## src/rtl/seg7_scan_driver.sv

```systemverilog
// Time-multiplexed common-anode seven-segment driver: frame-synchronous double
// buffering, leading-zero blanking, per-digit blink and a dead cycle between digits.
module seg7_scan_driver #(
    parameter int DIGITS       = 4,
    parameter int SCAN_DIV     = 50000,
    parameter int BLINK_FRAMES = 64
) (
    input  logic                  clk,
    input  logic                  rst,
    input  logic                  en,
    input  logic                  load,
    input  logic [4*DIGITS-1:0]   codes_in,
    input  logic [DIGITS-1:0]     dp_in,
    input  logic                  blank_lz,
    input  logic [DIGITS-1:0]     blink_mask,
    output logic [6:0]            seg,
    output logic                  dp,
    output logic [DIGITS-1:0]     an,
    output logic                  frame_done
);

    localparam int DW = $clog2(SCAN_DIV);
    localparam int IW = $clog2(DIGITS);
    localparam int BW = (BLINK_FRAMES > 1) ? $clog2(BLINK_FRAMES) : 1;

    localparam logic [DW-1:0] DIV_LAST   = DW'(SCAN_DIV - 1);
    localparam logic [IW-1:0] IDX_LAST   = IW'(DIGITS - 1);
    localparam logic [BW-1:0] BLINK_LAST = BW'(BLINK_FRAMES - 1);
    localparam logic [3:0]    CODE_BLANK = 4'hF;
    localparam logic [6:0]    SEG_OFF    = 7'b1111111;

    typedef logic [DIGITS-1:0][3:0] codes_t;

    function automatic logic [6:0] glyph(input logic [3:0] code);
        case (code)
            4'd0:    glyph = 7'b1000000;
            4'd1:    glyph = 7'b1111001;
            4'd2:    glyph = 7'b0100100;
            4'd3:    glyph = 7'b0110000;
            4'd4:    glyph = 7'b0011001;
            4'd5:    glyph = 7'b0010010;
            4'd6:    glyph = 7'b0000010;
            4'd7:    glyph = 7'b1111000;
            4'd8:    glyph = 7'b0000000;
            4'd9:    glyph = 7'b0010000;
            4'd10:   glyph = 7'b0011100;  // degree
            4'd11:   glyph = 7'b0101111;  // r
            4'd12:   glyph = 7'b0001001;  // H
            4'd13:   glyph = 7'b1000110;  // C
            4'd14:   glyph = 7'b0001110;  // F
            default: glyph = SEG_OFF;
        endcase
    endfunction

    // Scan and blink state
    logic [DW-1:0]     div_q, div_d;
    logic [IW-1:0]     idx_q, idx_d;
    logic [BW-1:0]     blink_q, blink_d;
    logic              phase_q, phase_d;
    logic              live_q, live_d;

    // Display buffers
    logic              pend_v_q, pend_v_d;
    codes_t            pend_codes_q, pend_codes_d;
    logic [DIGITS-1:0] pend_dp_q, pend_dp_d;
    codes_t            act_codes_q, act_codes_d;
    logic [DIGITS-1:0] act_dp_q, act_dp_d;

    // Registered output images
    logic [6:0]        seg_d;
    logic              dp_d;
    logic [DIGITS-1:0] an_d;

    logic              tick, boundary, show, hide, lead;
    logic [DIGITS-1:0] lz_blank;
    logic [3:0]        cur_code;

    assign tick     = (div_q == DIV_LAST);
    assign boundary = tick && (idx_q == IDX_LAST);

    // NOTE: every signal written here gets a default first, so no path leaves
    // one unassigned and no latch is inferred.
    always_comb begin
        div_d        = tick ? '0 : div_q + 1'b1;
        idx_d        = idx_q;
        blink_d      = blink_q;
        phase_d      = phase_q;
        live_d       = live_q | tick;
        pend_v_d     = pend_v_q;
        pend_codes_d = pend_codes_q;
        pend_dp_d    = pend_dp_q;
        act_codes_d  = act_codes_q;
        act_dp_d     = act_dp_q;

        if (tick) begin
            idx_d = boundary ? '0 : idx_q + 1'b1;
        end

        if (boundary) begin
            if (blink_q == BLINK_LAST) begin
                blink_d = '0;
                phase_d = ~phase_q;
            end else begin
                blink_d = blink_q + 1'b1;
            end
            // A load landing on the boundary bypasses the pending stage.
            if (load) begin
                act_codes_d = codes_t'(codes_in);
                act_dp_d    = dp_in;
            end else if (pend_v_q) begin
                act_codes_d = pend_codes_q;
                act_dp_d    = pend_dp_q;
            end
            pend_v_d = 1'b0;
        end else if (load) begin
            pend_codes_d = codes_t'(codes_in);
            pend_dp_d    = dp_in;
            pend_v_d     = 1'b1;
        end
    end

    // Outputs are decoded from next-state values so the dead cycle already
    // carries the incoming digit's segments.
    always_comb begin
        lead        = blank_lz;
        lz_blank    = '0;
        for (int i = DIGITS - 1; i >= 1; i--) begin
            lead        = lead && (act_codes_d[i] == 4'd0);
            lz_blank[i] = lead;
        end

        cur_code = act_codes_d[idx_d];
        show     = en && live_d;
        hide     = phase_d && blink_mask[idx_d];

        seg_d = SEG_OFF;
        dp_d  = 1'b1;
        an_d  = '1;
        if (show) begin
            if (!hide && !lz_blank[idx_d]) seg_d = glyph(cur_code);
            if (!hide)                     dp_d  = ~act_dp_d[idx_d];
            if (!tick)                     an_d  = ~(DIGITS'(1) << idx_d);
        end
    end

    // NOTE: state updates use non-blocking assignments so every register
    // samples the same pre-edge values regardless of statement order.
    always_ff @(posedge clk) begin
        if (rst) begin
            div_q        <= '0;
            idx_q        <= '0;
            blink_q      <= '0;
            phase_q      <= 1'b0;
            live_q       <= 1'b0;
            pend_v_q     <= 1'b0;
            // NOTE: the digit buffers are plain registers (not RAM), so they are
            // reset to blank; this keeps stale data off the display after reset.
            pend_codes_q <= {DIGITS{CODE_BLANK}};
            pend_dp_q    <= '0;
            act_codes_q  <= {DIGITS{CODE_BLANK}};
            act_dp_q     <= '0;
            seg          <= SEG_OFF;
            dp           <= 1'b1;
            an           <= '1;
            frame_done   <= 1'b0;
        end else begin
            div_q        <= div_d;
            idx_q        <= idx_d;
            blink_q      <= blink_d;
            phase_q      <= phase_d;
            live_q       <= live_d;
            pend_v_q     <= pend_v_d;
            pend_codes_q <= pend_codes_d;
            pend_dp_q    <= pend_dp_d;
            act_codes_q  <= act_codes_d;
            act_dp_q     <= act_dp_d;
            seg          <= seg_d;
            dp           <= dp_d;
            an           <= an_d;
            frame_done   <= boundary;
        end
    end

endmodule

```

## config.mk

```make
export PLATFORM = sky130hd
export DESIGN_NAME = seg7_scan_driver
export DESIGN_NICKNAME = d
export VERILOG_FILES = /design/src/rtl/seg7_scan_driver.sv
export SDC_FILE = /design/constraint.sdc
export NUM_CORES = 1
export LEC_CHECK = 0
export ABC_AREA = 1
export CAP_MARGIN = 20
export CORE_AREA = 2 2 91 93
export CTS_CLUSTER_SIZE = 10
export DETAILED_ROUTE_END_ITERATION = 16
export DIE_AREA = 0 0 93 95
export GPL_TIMING_DRIVEN = 0
export PLACE_DENSITY = 0.8
export SYNTH_ARGS = -nofsm -noshare
export SYNTH_HDL_FRONTEND = slang
export SYNTH_SLANG_ARGS = --single-unit
```

## constraint.sdc

```tcl
create_clock -name clk -period 2.8 [get_ports clk]
set_input_delay 0.84 -clock clk [delete_from_list [all_inputs] [get_ports clk]]
set_output_delay 0.84 -clock clk [all_outputs]
set_load 0.05 [all_outputs]
```

-- Word level (Yosys, flattened, before mapping)
Memory sizes are Yosys's and may differ from the RTL's. A register that Yosys moved wholly into a read port is not among the register bits.
Cells that the tools add are included.
- magnitude comparators: 1
- bitwise logic cells: 7
- divide/modulo/power cells: 0
- $add $sub $neg: 3
- mux-type cells: 19
- eq/ne operators: 3
- reduce and logical (&&, ||, !) cells: 18
- multiply operators: 0
- shifts and indexed selects: 1
- operator list (cell ; number):
    $mux 16 ; 3
    $add 16x1->16 const B ; 1
    $eq 16x16->1 const B ; 1
    $mux 4 ; 4
    $logic_not 4->1 ; 3
    $reduce_or 3->1 ; 3
    $bmux 4 s2 ; 1
    $logic_and 1x1->1 ; 7
    $add 6x1->6 const B ; 1
    $bmux 1 s2 ; 3
    $eq 6x6->1 const B ; 1
    $mux 6 ; 1
    $mux 1 ; 5
    $not 1->1 ; 5
    $mux 2 ; 2
    $not 4->4 ; 1
    $reduce_or 2->1 ; 2
    $shl 1x2->4 const A ; 1
    $lt 2x3->1 const B ; 1
    $add 2x1->2 const B ; 1
    $eq 2x2->1 const B ; 1
    $logic_not 1->1 ; 2
    $reduce_and 2->1 ; 1
    $or 1x1->1 ; 1
- memories: 1
- memory bits (read-only): 112
- input port bits: 29
- output and inout bits: 13
- bits in writable memories: 0
- bits in latches: 0
- flip-flop bits (word level): 73
- memories (name ; depth ; width ; read ports ; clocked after Yosys merged registers in ; write ports ; RTL line ; RTL):
    (name not given) ; 16 ; 7 ; 1 ; 1 ; 0 ; 35 ; case (code)

-- Longest topological paths before layout
Gate-level depths: netlist of the first run.
- depth in word-level cells: 13
- depth in mapped cells: 20

-- Least setup slack after synthesis of the first run
OpenSTA, ideal clock, no wires.
- kind: input port to flip-flop
- from: input port load
- to: register seg[3]
- setup time: 0.113 ns
- required time: 2.687 ns
- stages on the path: 17
- path slack: 0.267 ns
- arrival: 2.420 ns
- path through: clkinv_1 -> buf_1 -> nand2_1 -> nand2_1 -> nand2_1 -> nand2_1 -> nand2_1 -> nand2_1 -> nand2_1 -> nand2_1 -> inv_1 -> ha_1 -> inv_1 -> nand3_1 -> nand3_1 -> nand2_1 -> nand2_1
- word-level cells in the longest chain between the ends: 12
- elaborated cells on any way between the ends: 16
- ends and longest elaborated chain (item ; RTL line ; RTL):
    start, declared ; 11 ; input logic load,
    $mux 16 * ; 107 ; if (load) begin
    $mux 16 * ; 99 ; if (boundary) begin
    $logic_not 4->1 ; 128 ; lead = lead && (act_codes_d[i] == 4'd0);
    $logic_and 1x1->1 (3 in a row) ; 128 ;
    $bmux 1 s2 ; 140 ; if (!hide && !lz_blank[idx_d]) seg_d = glyph(cur_code);
    $mux 1 (not written as such) ; 140 ;
    $logic_not 1->1 ; 140 ;
    $logic_and 1x1->1 ; 140 ;
    $not 1->1 (no source line) ; - ;
    $reduce_or 3->1 (no source line) ; - ;
    end, declared ; 16 ; output logic [6:0] seg,
Mark *: on every way between the ends. The rest lies on a longest branch, timed or not. The select of a mux whose other input is x is not followed.
A chain may end at the register's enable or synchronous reset.

-- Final worst setup path of the first run
- from: register div_q[0]
- to: register seg[4]
- word-level cells in the longest chain between the ends: 13
- elaborated cells on any way between the ends: 27
- ends and longest elaborated chain (item ; RTL line ; RTL):
    start, declared ; 56 ; logic [DW-1:0] div_q, div_d;
    start signal, assigned ; 167 ; div_q <= div_d;
    $eq 16x16->1 * ; 78 ; assign tick = (div_q == DIV_LAST);
    $logic_and 1x1->1 ; 79 ; assign boundary = tick && (idx_q == IDX_LAST);
    $mux 16 ; 99 ;
    $logic_not 4->1 ; 128 ;
    $logic_and 1x1->1 (3 in a row) ; 128 ;
    $bmux 1 s2 ; 140 ;
    $mux 1 (not written as such) ; 140 ;
    $logic_not 1->1 ; 140 ;
    $logic_and 1x1->1 ; 140 ;
    $not 1->1 (no source line) ; - ;
    $reduce_or 3->1 (no source line) ; - ;
Marked as above.

==> run summary, run 1 <==
Status: completed
Crit-path slowest cell: dfxtp_1
PwrDens: 407 mW/mm²
WP data arrival: 2830 ps
# IOs: 42
Async set-or-reset flop fraction in the synthesized netlist: 0%
Starting Density: 54.8%
Worst path required time: 3040 ps
Final setup viols: 0
Final Power: 2100 µW
Clock slew at reported path FFs: 80 ps
Final wirelength: 10.5 mm
Number of global-route vias before repair: 3952
Row cnt: 33
CP cell instances: ha_2 > nand2_1 > nor2_2 > nand3_2 > nor2_8 > buf_4 > nand2_4 > nand2_4 > nor2_1 > nand2_1 > nand2_1 > nor2_4 > inv_1 > ha_1 > nand3b_1 > nand3_1 > nand3_1
Critical Path Sink Type: register
Max Cap Viol: 0
EDFF count, synth: 0
Avg Cell Area, Syn: 6.77 µm²
CP dominant cell by count: nand2_1
First-pass GRT wire length: 17.5 mm
Final-report hold violation count: 0
Largest net degree at the start of global routing: 14
RD Place Congestion: 0.917
Worst-Skew Late Latency: 360 ps
IO buf count: 41
Layout cells sized above 1: 12.7%
Detailed Place HPWL: 7.76 mm
Internal: 1560 µW
Commonest non-fill, non-tap cell in the layout: nand2_1
Max Freq: 386 MHz
1st-iter DRT viols: 267
Initial antenna violation count: 0
Via Count: 4207
CTS Sinks: 80
Seq/Total Area, Yosys: 36.9%
Worst Setup Start Kind: register
Share of the synthesized area in the top cell type: 36.9%
Clock power frac: 34.7%
Drc violations: 0
Tightest Hold Check Type: reg2reg
Worst-Margin Slew: 575 ps
Cell area after synthesis: 0.00434 mm²
Core Region: 0.00793 mm²
Crit-path max cell delay: 380 ps
Yosys warnings: 0
DR pass1 iterations: 5
Via density: 5.17
Ranking of synthesized cells by area: dfxtp_1, nand2_1, nand3_1
Switching pwr: 541 µW
Total global routing overflow: 0
Tmin final: 2590 ps
Die width: 93 µm
Yosys top cell by area: dfxtp_1
Crit share post-route: 92.6%
CTS tree: done
Area Overhead vs Synth: 18.8%
Critical path type: reg2reg
Max transition margin: 61.7%
Die footprint: 0.00884 mm²
Mapped Nets: 679
Main synth FF type: dfxtp_1
Layout net count: 742
Crit path max fanout: 8
Clk buf depth: 2
Layout Utilization: 65.1%
WL per Instance: 12.9 µm
Detail Route Antenna Nets: 0
Synth Register Bits: 80
# hold bufs at CTS: 0
Root buffer cell: clkbuf_8
Commonest cells after routing, fill and taps aside: nand2_1, dfxtp_1, nand3_1, nor2_1, inv_1
Cts bufs inserted: 9
Synth unique cells: 38
Max IR drop VDD: 0.210 mV
Post-Syn Instances: 641
Sw Share: 25.8%
Ant diodes: 0
Total Routing Usage GR: 25.0%
Clk_skew: 11.2 ps
Combinational power share: 9.3%
Leak: 0.00249 µW
Die Height: 95 µm
H-tree level count: 3
Flop pwr share: 56.0%
Fin. max-slew vios: 0
[critical path: cells and delay by family (launching register included)]
family	cells	cell delay, ps
flip-flops	1	380
buffers and inverters	2	250
adder cells (fa/ha/maj)	2	460
AND/OR/NAND/NOR	13	1380
[metal layers]
metal	wire [µm]	vias to the layer above	GRT usage, %
li1	-	2147	-
met1	4490	1889	30.1
met2	5100	150	42.8
met3	638	21	4.63
met4	257	0	12.4
met5	0	-	0
[flip-flops by register name, indices dropped and copies added, names as in the netlist]
register	count
phase_q	1
frame_done	1
div_q	16
pend_codes_q	16
blink_q	6
pend_v_q	1
idx_q	2
live_q	1
act_dp_q	4
pend_dp_q	4
an	4
seg	7
act_codes_q	16
dp	1
[layout make-up]
type	count	area (µm²)
fill	711	2770
inverter	59	235
multi-input combinational	482	2430
buffer	19	106
clock buffer	9	124
clock inverter	6	37.5
tap	105	131
timing repair buffer	53	495
sequential	80	1600
[cell usage after synthesis, drive strengths merged, types with 2 or more instances]
| master | number |
|---|---|
| nand2 | 263 |
| dfxtp | 80 |
| nor2 | 76 |
| nand3 | 67 |
| inv | 57 |
| a21oi | 16 |
| clkbuf | 13 |
| o21ai | 12 |
| ha | 9 |
| nor3 | 9 |
| buf | 7 |
| o22ai | 5 |
| a21o | 4 |
| a22oi | 4 |
| nand4 | 4 |
| nand3b | 3 |
| xor2 | 3 |
| clkinv | 2 |
| o21a | 2 |
[cell families (layout without fill, tap and decap cells)]
logic type	count (synthesis)	in the layout	synth area share [%]
adders and majority gates	9	9	2.59
AOI/OAI and AO/OA	45	45	6.05
and+or+nand+nor	425	425	46.4
buffers and inverters	79	146	7.44
DFF	80	80	36.9
xor gates and xnor gates	3	3	0.605
[per-stage QoR]
stage	setup TNS, ps	hold slack (ps)	cells	setup slack, ps	cell area (µm²)
2_1_floorplan	0	418	641	267	4340
3_3_place_gp	-5100	429	787	-784	4880
3_5_place_dp	-5690	455	787	-858	4880
4_1_cts	0	465	802	23.6	5060
5_1_grt	-20.7	485	813	-20.7	5160
6_report	0	461	813	208	5160
[power groups by stage]
stage | clock network [µW] | registers (µW) | logic (µW)
floorplan | 0 | 1200 | 109
global placement | 0 | 1200 | 181
detailed placement | 0 | 1200 | 186
CTS | 738 | 1170 | 189
global route | 782 | 1180 | 217
finish | 728 | 1180 | 196
[worst paths after layout]
| path | startpoint | endpoint | slack [ps] | cells after the start |
|---|---|---|---|---|
| worst max-delay path | div_q[0]$_SDFF_PP0_ | seg[4]$_SDFF_PP1_ | 210 | 17 |
| worst min register to register | blink_q[5]$_SDFFE_PP0N_ | blink_q[5]$_SDFFE_PP0N_ | 460 | 1 |
| worst max register to register | div_q[0]$_SDFF_PP0_ | seg[4]$_SDFF_PP1_ | 210 | 17 |
| worst min-delay path | blink_q[5]$_SDFFE_PP0N_ | blink_q[5]$_SDFFE_PP0N_ | 460 | 1 |
[timing repair]
item | 4_1_cts | 5_1_grt
setup buffers | 0 | 12
gates resized for setup | 8 | 11
endpoints found under the setup margin | 7 | 6
pin swaps | 0 | 4
(Power assumes the default switching activity.)
==> run 2, diff against run 1 <==
--- a/config.mk
+++ b/config.mk
@@ -7,12 +7,12 @@
 export LEC_CHECK = 0
 export ABC_AREA = 1
 export CAP_MARGIN = 20
-export CORE_AREA = 2 2 91 93
+export CORE_AREA = 2 2 92 94
 export CTS_CLUSTER_SIZE = 10
 export DETAILED_ROUTE_END_ITERATION = 16
-export DIE_AREA = 0 0 93 95
+export DIE_AREA = 0 0 94 96
 export GPL_TIMING_DRIVEN = 0
-export PLACE_DENSITY = 0.8
+export PLACE_DENSITY = 0.78
 export SYNTH_ARGS = -nofsm -noshare
 export SYNTH_HDL_FRONTEND = slang
 export SYNTH_SLANG_ARGS = --single-unit
==> run 2 against run 1 <==
Cell count is 0.37% higher; largest cell class unchanged; highest routed layer unchanged; utilization increased by 0.60 points; largest power group unchanged; routed wire length grew 2.6%.
==> run summary, run 2 (synthesized netlist as in run 1, its figures left out) <==
Final Power: 2420 µW
Number of fill cells in the layout: 699
Die Height: 96 µm
Root buffer cell: clkbuf_8
Tightest Hold Check Type: reg2reg
Via Count: 4209
Fin. max-slew vios: 0
Clk buf depth: 2
Detailed Place HPWL: 7.70 mm
PwrDens: 457 mW/mm²
R2R Setup Slk: 250 ps
DR pass1 iterations: 7
Initial antenna violation count: 0
WHS: 458 ps
Crit path from: div_q[0]$_SDFF_PP0_
Worst-Skew Late Latency: 360 ps
Final-report hold violation count: 0
WP data arrival: 2800 ps
Die width: 94 µm
Total global routing overflow: 0
Fin cells: 816
Core Region: 0.00805 mm²
Post-Place Worst Slack: -846 ps
End point of the critical path: seg[3]$_SDFF_PP1_
Worst Setup Start Kind: register
Clock power frac: 43.3%
Layout cells sized above 1: 13.2%
Die footprint: 0.00902 mm²
CTS Sinks: 80
Leak: 0.00254 µW
Crit path max fanout: 10
Max Freq: 393 MHz
Final setup viols: 0
Row cnt: 33
1st-iter DRT viols: 243
Sw Share: 23.0%
Worst path required time: 3050 ps
Final worst setup slack: 253 ps
# hold bufs at CTS: 0
H-tree level count: 3
Largest regs: act_codes_q (16), div_q (16), pend_codes_q (16)
Switching pwr: 557 µW
Internal: 1860 µW
Flop pwr share: 48.6%
Starting Density: 53.9%
Worst reg2reg path depth: 17
Critical path type: reg2reg
Tmin final: 2550 ps
Combinational power share: 8.1%
Commonest non-fill, non-tap cell in the layout: nand2_1
Detail Route Antenna Nets: 0
Max transition margin: 62.5%
Total Routing Usage GR: 25.3%
First-pass GRT wire length: 18.0 mm
# IOs: 42
FF-to-FF Start: div_q[0]$_SDFF_PP0_
Layout Utilization: 65.7%
Placed cell count: 787
Crit share post-route: 91.0%
Number of global-route vias before repair: 3894
Final wirelength: 10.8 mm
Cts bufs inserted: 9
CTS tree: done
Ant diodes: 0
RD Place Congestion: 0.907
Critical Path Sink Type: register
Area Overhead vs Synth: 21.8%
IO buf count: 41
Status: completed
WL per Instance: 13.2 µm
Worst-Margin Slew: 562 ps
Drc violations: 0
Max IR drop VDD: 0.267 mV
Commonest cells after routing, fill and taps aside: nand2_1, dfxtp_1, nand3_1, nor2_1, inv_1
FF-to-FF End: seg[3]$_SDFF_PP1_
Clock slew at reported path FFs: 80 ps
Largest net degree at the start of global routing: 14
Max Cap Viol: 0
Via density: 5.16
Layout net count: 745
Clk_skew: 9.19 ps
## run 2: changes by cell type in the layout (fill, tap and decap cells not counted), sizes merged
cell,change
nor2,+1
clkinvlp,-1
clkinv,-3
bufinv,+3
buf,+3
## run 2: repair_timing
item | 4_1_cts | 5_1_grt
gates resized for setup | 9 | 15
gates cloned | 0 | 1
pin swaps | 0 | 4
buffers inserted | 0 | 14
setup endpoints to repair | 7 | 6
## run 2: layout make-up
cell class | instances | area, µm² | share of cell area [%]
multi-input cells | 483 | 2450 | 46.4
flip-flops and latches | 80 | 1600 | 30.3
inverters | 59 | 235 | 4.45
well taps | 105 | 131 | 2.48
clock inverters | 5 | 105 | 1.99
plain buffers | 19 | 113 | 2.13
repair buffers | 55 | 510 | 9.65
clock buffers | 10 | 138 | 2.60
## run 2: through the flow
step                area [µm²]  TNS, ps
finish                    5290        0
global route              5290    -1.28
CTS                       5150        0
detailed placement        4880    -5600
global placement          4880    -4950
floorplan                 4340        0
## run 2: worst min path at each step
stage                   startpoint                  end  cells past startpoint
2_1_floorplan  div_q[0]$_SDFF_PP0_  div_q[0]$_SDFF_PP0_                      1
3_3_place_gp   div_q[0]$_SDFF_PP0_  div_q[0]$_SDFF_PP0_                      1
3_5_place_dp   div_q[0]$_SDFF_PP0_  div_q[0]$_SDFF_PP0_                      1
4_1_cts        div_q[0]$_SDFF_PP0_  div_q[0]$_SDFF_PP0_                      1
5_1_grt        div_q[0]$_SDFF_PP0_  div_q[0]$_SDFF_PP0_                      1
6_report       div_q[0]$_SDFF_PP0_  div_q[0]$_SDFF_PP0_                      1
## run 2: worst max-delay path, stage by stage (launching register included)
cell and delay [ps]:
dfxtp_1 360, ha_2 220, nand3_4 120, nor2_4 170
nand2_4 90, nand2_4 90, nand2_4 60, buf_8 150
nor2_1 230, nand2_1 110, nand2_1 130, nor2_4 60
ha_1 270, inv_1 60, nand3_1 100, nand3_1 80
nand2_1 70, nand2_1 50
## run 2: metal layers
layer | GRT usage [%] | routed length [µm] | part of all wire, % | vias up
li1 | - | - | - | 2143
met1 | 32.7 | 4880 | 45 | 1929
met2 | 42.4 | 5150 | 48 | 126
met3 | 3.76 | 573 | 5.3 | 11
met4 | 10.5 | 149 | 1.4 | 0
met5 | 0 | 0 | 0 | -
## run 2: power groups by stage
stage	clock, µW	sequential (µW)	combinational [µW]
floorplan	0	1200	109
global placement	0	1200	180
global route	1110	1180	222
detailed placement	0	1200	184
CTS	1060	1170	187
finish	1050	1180	196
